===== src/rtl/cardinal_nic.sv =====
// Network interface between one processor and one router PE port.
// Single-entry output/input channel buffers with polarity-gated injection.
module cardinal_nic #(
    parameter int DATA_W = 64,
    parameter int VC_BIT = 63
) (
    input  logic              clk,
    input  logic              reset,
    input  logic [1:0]        addr,
    input  logic [DATA_W-1:0] d_in,
    output logic [DATA_W-1:0] d_out,
    input  logic              nicEn,
    input  logic              nicWrEn,
    output logic              net_si,
    input  logic              net_ri,
    output logic [DATA_W-1:0] net_do,
    input  logic              net_so,
    output logic              net_ro,
    input  logic [DATA_W-1:0] net_di,
    input  logic              net_polarity
);

    localparam logic [1:0] ADDR_IN_BUF     = 2'b00;
    localparam logic [1:0] ADDR_IN_STATUS  = 2'b01;
    localparam logic [1:0] ADDR_OUT_BUF    = 2'b10;
    localparam logic [1:0] ADDR_OUT_STATUS = 2'b11;

    logic [DATA_W-1:0] out_buf;
    logic [DATA_W-1:0] in_buf;
    logic              out_full;
    logic              in_full;

    logic rd_en;
    logic wr_out;
    logic rd_in_buf;

    assign rd_en     = nicEn & ~nicWrEn;
    assign wr_out    = nicEn & nicWrEn & (addr == ADDR_OUT_BUF) & ~out_full;
    assign rd_in_buf = rd_en & (addr == ADDR_IN_BUF) & in_full;

    // Inject only when the packet's VC is opposite the router's current phase.
    assign net_si = ~reset & out_full & net_ri & (out_buf[VC_BIT] != net_polarity);
    assign net_ro = ~in_full & ~reset;
    assign net_do = out_buf;

    always_comb begin
        d_out = '0;
        if (!reset && rd_en) begin
            case (addr)
                ADDR_IN_BUF:     d_out = in_buf;
                ADDR_IN_STATUS:  d_out = {{(DATA_W-1){1'b0}}, in_full};
                ADDR_OUT_STATUS: d_out = {{(DATA_W-1){1'b0}}, out_full};
                default:         d_out = '0;
            endcase
        end
    end

    always_ff @(posedge clk) begin
        if (reset) begin
            out_buf  <= '0;
            out_full <= 1'b0;
            in_buf   <= '0;
            in_full  <= 1'b0;
        end else begin
            // wr_out requires empty and net_si requires full, so they never coincide.
            if (net_si) begin
                out_full <= 1'b0;
            end else if (wr_out) begin
                out_buf  <= d_in;
                out_full <= 1'b1;
            end

            if (net_so && net_ro) begin
                in_buf  <= net_di;
                in_full <= 1'b1;
            end else if (rd_in_buf) begin
                in_full <= 1'b0;
            end
        end
    end

endmodule


===== config.mk =====
export PLATFORM = sky130hd
export DESIGN_NAME = cardinal_nic
export DESIGN_NICKNAME = d
export VERILOG_FILES = /design/src/rtl/cardinal_nic.sv
export SDC_FILE = /design/constraint.sdc
export NUM_CORES = 1
export LEC_CHECK = 0
export CAP_MARGIN = 15
export CELL_PAD_IN_SITES_DETAIL_PLACEMENT = 0
export CELL_PAD_IN_SITES_GLOBAL_PLACEMENT = 1
export CORE_MARGIN = 4
export CORE_UTILIZATION = 28
export CTS_CLUSTER_SIZE = 30
export DETAILED_ROUTE_END_ITERATION = 8
export PLACE_DENSITY = 0.9
export SYNTH_ARGS = -nofsm -noshare
export SYNTH_HDL_FRONTEND = slang
export SYNTH_SLANG_ARGS = --single-unit

===== constraint.sdc =====
create_clock -name clk -period 1.42 [get_ports clk]
set_input_delay 0.142 -clock clk [delete_from_list [all_inputs] [get_ports clk]]
set_output_delay 0.142 -clock clk [all_outputs]
set_load 0.02 [all_outputs]

==> results of run 1 <==
[cell families (layout without fill, tap and decap cells)]
kind of cell	count (synthesis)	count (layout)	share of synthesized area (%)
mux	65	65	12.5
xor+xnor	1	1	0.169
other cells	0	1	0
flops	130	130	50.2
buf+inv	50	351	5.88
compound gates	67	67	6.58
simple gates	332	332	24.7
[metal layers]
layer | wire [µm] | vias up
met5 | 0 | -
met4 | 535 | 0
met3 | 1150 | 33
met2 | 8850 | 159
met1 | 7470 | 2457
li1 | - | 2645
[placed cells by master (no fill, tap or decap), drive strengths merged]
cell type      count
clkinvlp           2
or3                1
a211oi             1
nand3              1
nor3               2
o21ai             65
diode              1
and3               1
o2bb2ai            1
inv                2
nand2            257
dlygate4sd2       65
nand2b             2
clkdlybuf4s50    131
bufinv             4
xnor2              1
buf              122
mux2i             65
nor3b              2
clkbuf            20
nor2              66
dfxtp            130
clkinv             5
[stage by stage]
stage	util [%]	worst slack [ns]	cells
finish	53.3	-0.102	1176
global route	53.3	-0.128	1176
CTS	53.2	-0.136	1179
detailed placement	45.8	-0.920	1129
global placement	45.8	-0.880	1129
floorplan	-	0.118	645
[how the worst max path moves through the flow]
stage               cells after the start        end  slack, ns
finish                                  7  d_out[43]      -0.10
global placement                        6  d_out[45]      -0.88
global route                            7  d_out[36]      -0.13
detailed placement                      6  d_out[54]      -0.92
floorplan                               5  d_out[10]       0.12
CTS                                     8  d_out[42]      -0.14
[sequential cells by signal, indices dropped and copies added, names as in the netlist]
name      count
in_full       1
net_do       64
out_full      1
in_buf       64
[repair_timing]
| action | 4_1_cts | 5_1_grt |
|---|---|---|
| setup buffers | 10 | 5 |
| gates resized for setup | 591 | 40 |
| cloned | 8 | 0 |
| pin swaps | 39 | 21 |
| hold buffers | 0 | 0 |
| setup endpoints to repair | 130 | 88 |
[final cells by class]
class	instances	area, µm²
clock buffer	20	457
multi-input combinational	465	2800
timing repair buffer	318	3290
tap	229	287
sequential	130	2610
inverter	1	8.76
fill	1657	8450
antenna	1	2.50
clock inverter	12	180
[report_power, final]
part / switching [mW] / internal, mW
combinational: 0.546 / 0.622
clock: 1.66 / 3.04
sequential: 0.0529 / 3.82
total: 2.26 / 7.48
[critical path, cell delays in order]
cell,delay (ns)
buf_6,0.09
nand2b_4,0.13
or3_4,0.46
buf_6,0.17
buf_12,0.15
nor2_4,0.11
buf_6,0.12
==> impl_metrics.yaml, run 1 <==
routing:
  drc: 0
  wl_per_cell_um: 15.3
  dr.first_iter.drc_count: 177
  vias_per_cell: 4.50
  ant_nets: 0
  via_count: 5294
  dr.pass1.iters: 4
  wl_mm: 18.0
critical_path:
  r2r_start: "out_full"
  start_kind: "input port"
  critPathCaptureType: "output pin"
  crit_start: "addr[0]"
  reg2regPathDepth: 5
  required_ns: 1.28
  r2r-end: "net_do[54]"
  crit_arrival_ns: 1.38
  regToRegSetupSlack_ns: 0.06
  critical_path.max_fanout: 6
  path_class: "input port to output pin"
sta:
  slew_violations: 0
  hold_slack_ns: 0.284
  max_slew_margin_pct: 74.4
  clock_skew_ns: 0.00933
  fmax_mhz: 657
  hold_violations: 0
  post-route-period-util_pct: 107
  fin_crit_ns: 1.52
  worstMarginPinSlew_ns: 0.383
  setup_slack_ns: -0.102
  setup_viol: 50
  tns_ns: -3.46
  rsz0062_at_grt: "true"
global_routing:
  use_met1_pct: 19.9
  top_usage_layer: "met2"
  grt_pass1_wl_mm: 27.0
  grt.total_usage_pct: 16.5
  grt_util_met2_pct: 27.3
  grt_max_degree: 98
  antenna_found_initial: 1
  use_met3_pct: 5.03
  grt_overflow: 0
  grt_pass1_vias: 5286
outcome:
  status: "complete, but fails checks"
  violations: "setup timing"
clock_tree:
  ctsLongestPathBuffers: 2
  clk_latency_ns: 0.41
  cts_tree: "done"
  clockRootBuffer: "clkbuf_16"
  numCtsBuffers: 17
  htreeDepth: 4
  clkTransAtPathRegs_ns: 0.06
  cts.sinks: 130
power_and_ir_drop:
  leakagePower_nw: 3.87
  max-vdd-ir-drop_uv: 750
  cellPowerDensity_mw_per_mm2: 1010
  total_power_mw: 9.74
floorplan:
  start_util_pct: 28.7
  core-area_mm2: 0.0181
  dieHeight_um: 144
  die_w_um: 144
  dieArea_mm2: 0.0208
  rows: 49
  io-pin-count: 267
finish:
  fin_nets: 1070
  final_area_mm2: 0.00963
  drive_gt1_share_pct: 24.1
  area_delta_synth_final_pct: 85.7
run:
  cap_violations: 0
min_path:
  holdPathStages: 3
  hold_start: "d_in[20]"
  worstHoldEndpoint: "net_do[20]"
  hp-class: "input port to register"
synthesis:
  syn_nets: 782
  synth_cells: 645
  yosysMostFrequentCell: "nand2_1"
  synth_flop_cell: "dfxtp_1"
  synth.top_cell.area_share_pct: 50.2
  synth_warnings: 0
  ys_seq_area_share_pct: 50.2
  synthTopCellsByArea: "dfxtp_1 (50%), nand2_1 (19%), mux2i_1 (13%)"
  synth_edf_count: 0
  ys_top_cells_by_count: "nand2_1 (257), dfxtp_1 (130), nor2_1 (66)"
  syn_avg_cell_area_um2: 8.04
  ys_async_sr_fraction_pct: 0
  synth_area_mm2: 0.00519
  yosysUniqueCellTypes: 22
  ys_seq_elements: 130
  yosys.area.top_type: "dfxtp_1"
place:
  gp_congestion: 0.765
  placed_area_mm2: 0.00828
  port_buffers: 266
  dp_hpwl_mm: 11.9
(Power assumes the default switching activity.)
==> inputs of run 2 (changes only) <==
--- a/config.mk
+++ b/config.mk
@@ -8,7 +8,6 @@
 export CAP_MARGIN = 15
 export CELL_PAD_IN_SITES_DETAIL_PLACEMENT = 0
 export CELL_PAD_IN_SITES_GLOBAL_PLACEMENT = 1
-export CORE_MARGIN = 4
 export CORE_UTILIZATION = 28
 export CTS_CLUSTER_SIZE = 30
 export DETAILED_ROUTE_END_ITERATION = 8
==> impl_metrics.yaml, run 2 (synthesized netlist as in run 1, its figures left out) <==
outcome:
  status: "complete, but fails checks"
  violations: "DRC, setup timing"
routing:
  dr.pass1.iters: 9
  ant_nets: 0
  vias_per_cell: 4.49
  drc: 25
  wl_mm: 17.8
  dr.first_iter.drc_count: 233
  wl_per_cell_um: 15.0
  via_count: 5311
floorplan:
  dieArea_mm2: 0.0191
  rows: 49
  dieHeight_um: 138
  core-area_mm2: 0.0181
  die_w_um: 138
  start_util_pct: 28.7
  io-pin-count: 267
clock_tree:
  htreeDepth: 4
  clk_latency_ns: 0.41
  numCtsBuffers: 17
  cts.sinks: 130
  clkTransAtPathRegs_ns: 0.06
  cts_tree: "done"
  ctsHoldBuffers: 0
  clockRootBuffer: "clkbuf_16"
  ctsLongestPathBuffers: 2
finish:
  fin_cells: 1184
  area_delta_synth_final_pct: 87.0
  final_cell_mix: "nand2_1 (257), clkdlybuf4s50_1 (131), dfxtp_1 (126)"
  layout_commonest_cell: "nand2_1"
  fin_nets: 1078
  drive_gt1_share_pct: 24.6
place:
  dp_hpwl_mm: 11.4
  port_buffers: 266
  place_inst: 1129
  gp_congestion: 0.809
critical_path:
  r2r-end: "net_do[7]"
  path_cells: "buf_6, nand2b_4, or3_4, buf_6, buf_12, nor2_4, buf_6"
  slowest_stage: "or3_4"
  start_kind: "input port"
  crit_start: "addr[0]"
  crit_end: "d_out[24]"
  reg2regPathDepth: 6
  critPathMostFrequentCell: "buf_6"
  r2r_start: "out_full"
  path_class: "input port to output pin"
  critPathMaxStageDelay_ns: 0.43
  crit_arrival_ns: 1.32
  required_ns: 1.28
  critical_path.max_fanout: 7
  regToRegSetupSlack_ns: 0.09
  critPathCaptureType: "output pin"
power_and_ir_drop:
  p_clk_share_pct: 46.9
  switching_share_pct: 23.2
  leakagePower_nw: 3.91
  switching_power_mw: 2.21
  max-vdd-ir-drop_uv: 808
  total_power_mw: 9.53
  seqPwrFrac_pct: 40.6
  internal_power_mw: 7.31
  power_frac_comb_pct: 12.5
  cellPowerDensity_mw_per_mm2: 982
sta:
  slew_violations: 0
  tns_ns: -0.112
  setup_slack_ns: -0.0407
  hold_violations: 0
  worstMarginPinSlew_ns: 0.373
  setup_viol: 10
  max_slew_margin_pct: 75.1
  fmax_mhz: 685
  clock_skew_ns: 0.00755
  fin_crit_ns: 1.46
  rsz0062_at_grt: "true"
  post-route-period-util_pct: 103
global_routing:
  antenna_found_initial: 1
  grt.total_usage_pct: 19.1
  grt_pass1_vias: 5363
  grt_max_degree: 89
  grt_pass1_wl_mm: 28.2
  grt_overflow: 0
run:
  cap_violations: 0
min_path:
  hp-class: "input port to register"
run 2: cell count changes in the layout (fill, tap and decap cells not counted), sizes merged:
cell    previous run  this run
or3                1         2
clkinv             5         4
clkbuf            20        25
inv                2         1
buf              122       128
bufinv             4         2
run 2: timing repair:
| action | in CTS | in global routing |
|---|---|---|
| pin swaps | 57 | 20 |
| resized for setup | 610 | 18 |
| endpoints found under the setup margin | 130 | 85 |
| gates cloned | 11 | 1 |
| buffers inserted | 9 | 10 |
run 2: worst min-delay path by stage:
stage	start	end	slack (ns)	depth (start not counted)
2_1_floorplan	reset	in_full	0.21	1
3_3_place_gp	net_do[5]	net_do[5]	0.44	2
3_5_place_dp	net_do[41]	net_do[41]	0.45	2
4_1_cts	d_in[11]	net_do[11]	0.26	3
5_1_grt	d_in[44]	net_do[44]	0.27	3
6_report	d_in[11]	net_do[11]	0.28	3
run 2: power by group through the flow:
stage	clock, mW	combinational, mW	sequential [mW]
final	4.47	1.19	3.87
after global routing	4.77	1.29	3.89
after CTS	4.58	1.20	3.87
after detailed placement	0	1.07	3.95
after global placement	0	1.06	3.94
after floorplan	0	0.389	3.99
run 2: layout make-up:
class                           instances  area (µm²)
Sequential cell                       130        2610
Fill cell                            1633        8380
Clock buffer                           24         512
Timing Repair Buffer                  325        3390
Inverter                                1        8.76
Multi-Input combinational cell        466        2800
Tap cell                              229         287
Antenna cell                            1        2.50
Clock inverter                          8        98.8
run 2: layer usage:
layer / GRT usage, % / wire [µm] / vias up
li1: - / - / 2662
met1: 22.3 / 7330 / 2426
met2: 32.2 / 8790 / 176
met3: 4.95 / 977 / 47
met4: 9.88 / 716 / 0
met5: 0 / 0 / -
run 2: per-stage QoR:
stage	utilization (%)	area [µm²]	setup WS [ns]	hold slack, ns
floorplan	-	5190	0.118	0.215
global placement	45.9	8290	-0.891	0.442
detailed placement	45.9	8290	-0.887	0.447
CTS	54.0	9770	-0.181	0.259
global route	53.7	9700	-0.0813	0.271
finish	53.7	9700	-0.0407	0.280
run 2: worst max-delay path: cells and delay by family:
family | cells | cell delay (ns)
simple gates | 3 | 0.66
buf+inv | 4 | 0.52
==> inputs of run 3 (changes only) <==
--- a/config.mk
+++ b/config.mk
@@ -11,7 +11,7 @@
 export CORE_UTILIZATION = 28
 export CTS_CLUSTER_SIZE = 30
 export DETAILED_ROUTE_END_ITERATION = 8
-export PLACE_DENSITY = 0.9
+export PLACE_DENSITY = 0.8
 export SYNTH_ARGS = -nofsm -noshare
 export SYNTH_HDL_FRONTEND = slang
 export SYNTH_SLANG_ARGS = --single-unit
==> impl_metrics.yaml, run 3 (synthesized netlist as in run 1, its figures left out) <==
outcome:
  status: "complete, but fails checks"
  violations: "DRC, setup timing"
critical_path:
  path_class: "input port to output pin"
  start_kind: "input port"
  critical_path.max_fanout: 6
  required_ns: 1.28
  cp_top_family: "simple AND/OR/NAND/NOR gates"
  crit_start: "addr[0]"
  crit_buf_inv: 4
  crit_arrival_ns: 1.38
  critPathMaxStageDelay_ns: 0.44
  path_cells: "buf_6, nand2b_4, or3_4, buf_12, buf_12, nor2_4, buf_6"
  slowest_stage: "or3_4"
  critPathCaptureType: "output pin"
  r2r_start: "in_full"
power_and_ir_drop:
  power_frac_comb_pct: 11.6
  switching_power_mw: 2.26
  seqPwrFrac_pct: 38.4
  leakagePower_nw: 3.92
  max-vdd-ir-drop_uv: 672
  p_clk_share_pct: 50.0
  switching_share_pct: 22.5
  cellPowerDensity_mw_per_mm2: 1040
  internal_power_mw: 7.81
clock_tree:
  ctsHoldBuffers: 0
  cts_tree: "done"
  clockRootBuffer: "clkbuf_16"
  numCtsBuffers: 17
  cts.sinks: 130
  clk_latency_ns: 0.41
  htreeDepth: 4
  ctsLongestPathBuffers: 2
  clkTransAtPathRegs_ns: 0.06
global_routing:
  grt_overflow: 0
  grt_pass1_vias: 5042
  grt_pass1_wl_mm: 26.6
  grt_max_degree: 94
  antenna_found_initial: 0
  grt.total_usage_pct: 17.8
finish:
  nFillCells: 1696
  final_area_mm2: 0.00972
  drive_gt1_share_pct: 24.0
  area_delta_synth_final_pct: 87.3
  fin_cells: 1180
  regArea_mm2: 0.00261
  layout_commonest_cell: "nand2_1"
  fin_nets: 1075
  diodes: 0
  multi_input_area_mm2: 0.00279
  final_cell_mix: "nand2_1 (257), clkdlybuf4s50_1 (131), dfxtp_1 (127)"
sta:
  fmax_mhz: 658
  fin_crit_ns: 1.52
  hold_slack_ns: 0.284
  rsz0062_at_grt: "true"
  slew_violations: 0
  hold_violations: 0
  max_slew_margin_pct: 74.8
  setup_slack_ns: -0.101
  setup_viol: 51
  post-route-period-util_pct: 107
  worstMarginPinSlew_ns: 0.377
  tns_ns: -3.58
  clock_skew_ns: 0.00969
floorplan:
  start_util_pct: 28.7
  die_w_um: 138
  dieArea_mm2: 0.0191
  core-area_mm2: 0.0181
  rows: 49
  dieHeight_um: 138
  io-pin-count: 267
place:
  placed_area_mm2: 0.00831
  port_buffers: 266
  place_inst: 1136
  dp_hpwl_mm: 11.0
  gp_congestion: 0.751
  pre_cts_ws_ns: -0.918
routing:
  ant_nets: 0
  wl_per_cell_um: 14.1
  wl_mm: 16.6
  drc: 28
  dr.first_iter.drc_count: 244
  dr.pass1.iters: 7
  vias_per_cell: 4.38
  via_count: 5165
min_path:
  hp-class: "input port to register"
  hold_start: "d_in[24]"
run:
  cap_violations: 0
[run 3: cell count changes in the layout (fill, tap and decap cells not counted), sizes merged, moves of 2 or more]
| cell | before | now |
|---|---|---|
| buf | 128 | 125 |
| bufinv | 2 | 6 |
| clkbuf | 25 | 20 |
| inv | 1 | 3 |
[run 3: routing by layer]
| layer | track usage, % | share of wire [%] | vias up |
|---|---|---|---|
| met5 | 0 | 0 | - |
| met4 | 5.85 | 2.1 | 0 |
| met3 | 5.33 | 6.3 | 23 |
| met2 | 30.4 | 49 | 156 |
| met1 | 21.5 | 43 | 2341 |
| li1 | - | - | 2645 |
[run 3: area by class of cell]
type / instances / area share (%)
Timing Repair Buffer: 323 / 34.5
Sequential cell: 130 / 26.8
Clock inverter: 12 / 2.34
Multi-Input combinational cell: 465 / 28.7
Inverter: 1 / 0.0901
Clock buffer: 20 / 4.60
Tap cell: 229 / 2.95
[run 3: final timing paths]
kind	endpoint	slack, ns	cells after the start
worst max-delay path	d_out[27]	-0.10	7
worst min-delay path	net_do[24]	0.28	3
worst max register to register	in_buf[28]	0.10	6
worst min register to register	net_do[40]	0.45	2
[run 3: worst reg2reg max path, stage by stage (launching register included)]
cell and delay [ns]:
dfxtp_2 0.32, buf_4 0.14, nor3b_2 0.20, buf_4 0.21
buf_4 0.22, nand2_1 0.08, o21ai_0 0.08
[run 3: power groups by stage]
stage | logic, mW | clock network, mW | registers (mW)
2_1_floorplan | 0.389 | 0 | 3.99
3_3_place_gp | 1.06 | 0 | 3.94
3_5_place_dp | 1.07 | 0 | 3.95
4_1_cts | 1.19 | 5.14 | 3.87
5_1_grt | 1.27 | 5.33 | 3.88
6_report | 1.17 | 5.03 | 3.87
[run 3: through the flow]
stage / util [%] / total power, mW
detailed placement: 45.9 / 5.02
CTS: 54.2 / 10.2
floorplan: - / 4.38
finish: 53.7 / 10.1
global placement: 45.9 / 5.01
global route: 53.7 / 10.5
[run 3: timing repair]
action,4_1_cts,5_1_grt
buffers inserted,8,1
gates cloned,8,0
pin swaps,65,8
gates resized for setup,614,5
endpoints found under the setup margin,130,65
==> patch (config.mk and constraints of run 2) <==
The parameter `DATA_W` goes from 64 to 72.
--- a/src/rtl/cardinal_nic.sv
+++ b/src/rtl/cardinal_nic.sv
@@ -3,3 +3,3 @@
 module cardinal_nic #(
-    parameter int DATA_W = 64,
+    parameter int DATA_W = 72,
     parameter int VC_BIT = 63
Interface: changed (resized d_in, d_out, net_di and net_do); port bits go from 267 to 299. The function was not compared with the original's and may differ.
==> patch against run 2 <==
The flow finishes with violations (setup timing); setup slack got worse by 50 ps; critical path depth unchanged; area after synthesis increased by 13%; count of clock-buffer cells in the layout fell by 7; wire length rose by 5.2%; total power increased by 3.8%; sequential cell count rose by 16; design area rose by 7.5%; non-clock buffer count is 35 higher; critical path type unchanged.
==> patch: results (changes against run 2) <==
* Failing checks: setup timing (was DRC, setup timing)
* DP Area at 9360 sq um (was 8290 sq um)
* Setup ws final at -90.5 ps (was -40.7 ps)
* Global-route wire length before repair at 29,700 um (was 28,200 um)
* 1st-iter DRT viols at 144 (was 233)
* Setup Skew at 7.26 ps (was 7.55 ps)
* Detailed-placement wirelength estimate at 12,900 um (was 11,400 um)
* Vias in the first global route at 5,811 (was 5,363)
* Vias per cell at 4.37 (was 4.49)
* Max FO, Critical Path at 6 (was 7)
* Fraction of layout cells with a size suffix above 1 at 22.8% (was 24.6%)
* # diodes at 0 (was 1)
* Initial antenna violation count at 0 (was 1)
* Peak supply drop at 0.000632 V (was 0.000808 V)
* Largest cells by area after synthesis: dfxtp_1, nand2_1, mux2i_1 (unchanged)
* Share of synthesized registers carrying an async set or reset at 0% (unchanged)
* CTS max path bufs at 2 (unchanged)
* LEAKAGE at 4.28 nW (was 3.91 nW)
* Nets at 1,200 (was 1,078)
* # port buffers at 298 (was 266)
* NetSw at 2.60 mW (was 2.21 mW)
* Drt drc at 0 (was 25)
* Register area share after synthesis at 49.7% (was 50.2%)
* Syn_nets at 876 (was 782)
* Total global routing track utilization at 17.6% (was 19.1%)
* Top cells by instance count after synthesis: nand2_1, dfxtp_1, nor2_1 (unchanged)
* Max-Slew Margin vs Limit at 73.0% (was 75.1%)
* Critical path data arrival time at 1370 ps (was 1320 ps)
* TritonRoute pass-1 iters at 4 (was 9)
* Fillcell total at 1,874 (was 1,633)
* Setup-failing EPs final at 37 (was 10)
* Total wire length after detailed routing at 18,700 um (was 17,800 um)
* Outcome: finished with violations (unchanged)
* Gpl congestion at 0.776 (was 0.809)
patch: cell types whose count changed in the layout (fill, tap and decap cells not counted), moves of 6 or more:
cell,run 2,this run
o21ai_1,1,16
clkbuf_8,6,0
nor2_1,3,13
buf_4,32,60
clkdlybuf4s50_1,131,147
dfxtp_1,126,142
o21ai_0,64,57
dlygate4sd2_1,65,74
buf_6,72,53
nor2_4,63,37
nor2_2,0,24
mux2i_1,64,73
nand2_1,257,289
patch: logic make-up after synthesis:
logic type | synth area share (%)
simple gates | 24.4
flops | 49.7
compound gates | 6.49
mux | 12.4
buf+inv | 6.75
xor+xnor | 0.149
patch: worst paths after layout:
check	depth (start not counted)	startpoint	slack (ps)	endpoint
max	7	addr[0]	-90	d_out[24]
min	3	net_di[61]	270	in_buf[61]$_SDFFE_PP0P_
max reg2reg	5	in_full$_SDFFE_PP0P_	90	in_buf[30]$_SDFFE_PP0P_
min reg2reg	2	net_do[43]$_SDFFE_PP0P_	450	net_do[43]$_SDFFE_PP0P_
patch: tightest hold or removal path: cells and delay by family:
kind,cells,cell delay [ps]
buf+inv,1,400
compound gates,1,50
simple gates,1,50
patch: repair_timing:
item | in CTS | in global routing
setup buffers | 3 | 0
endpoints found under the hold margin | 0 | 0
gates resized for setup | 545 | 70
cloned | 7 | 0
pin swaps | 40 | 1
endpoints found under the setup margin | 198 | 74
patch: metrics by stage:
step                      cells  setup slack, ps  utilization [%]  TNS, ps  hold slack (ps)
after floorplan             723              111                -        0              251
after global placement     1288             -955             45.8  -110230              442
after detailed placement   1288             -909             45.8  -114030              449
after CTS                  1330            -79.7             50.2    -2300              253
after global routing       1330             -123             51.1    -4200              258
final                      1330            -90.5             51.1    -2390              272
patch: routing by layer:
metal | vias up | GRT usage [%] | wire length [um]
met3 | 12 | 6.09 | 1600
met2 | 220 | 29.9 | 8640
li1 | 2961 | - | -
met4 | 0 | 5.21 | 277
met1 | 2614 | 20.7 | 8220
met5 | - | 0 | 0
patch: final cells by class:
type / count / share of cell area, %
Timing Repair Buffer: 360 / 35.5
Sequential cell: 146 / 28.1
Multi-Input combinational cell: 521 / 27.9
Clock buffer: 17 / 4.08
Tap cell: 270 / 3.24
Clock inverter: 15 / 1.20
Inverter: 1 / 0.0839
patch: power groups by stage:
stage / combinational (mW) / sequential [mW] / clock (mW)
finish: 1.29 / 4.34 / 4.25
CTS: 1.30 / 4.34 / 4.39
global placement: 1.21 / 4.43 / 0
global route: 1.41 / 4.36 / 4.55
floorplan: 0.461 / 4.48 / 0
detailed placement: 1.22 / 4.43 / 0
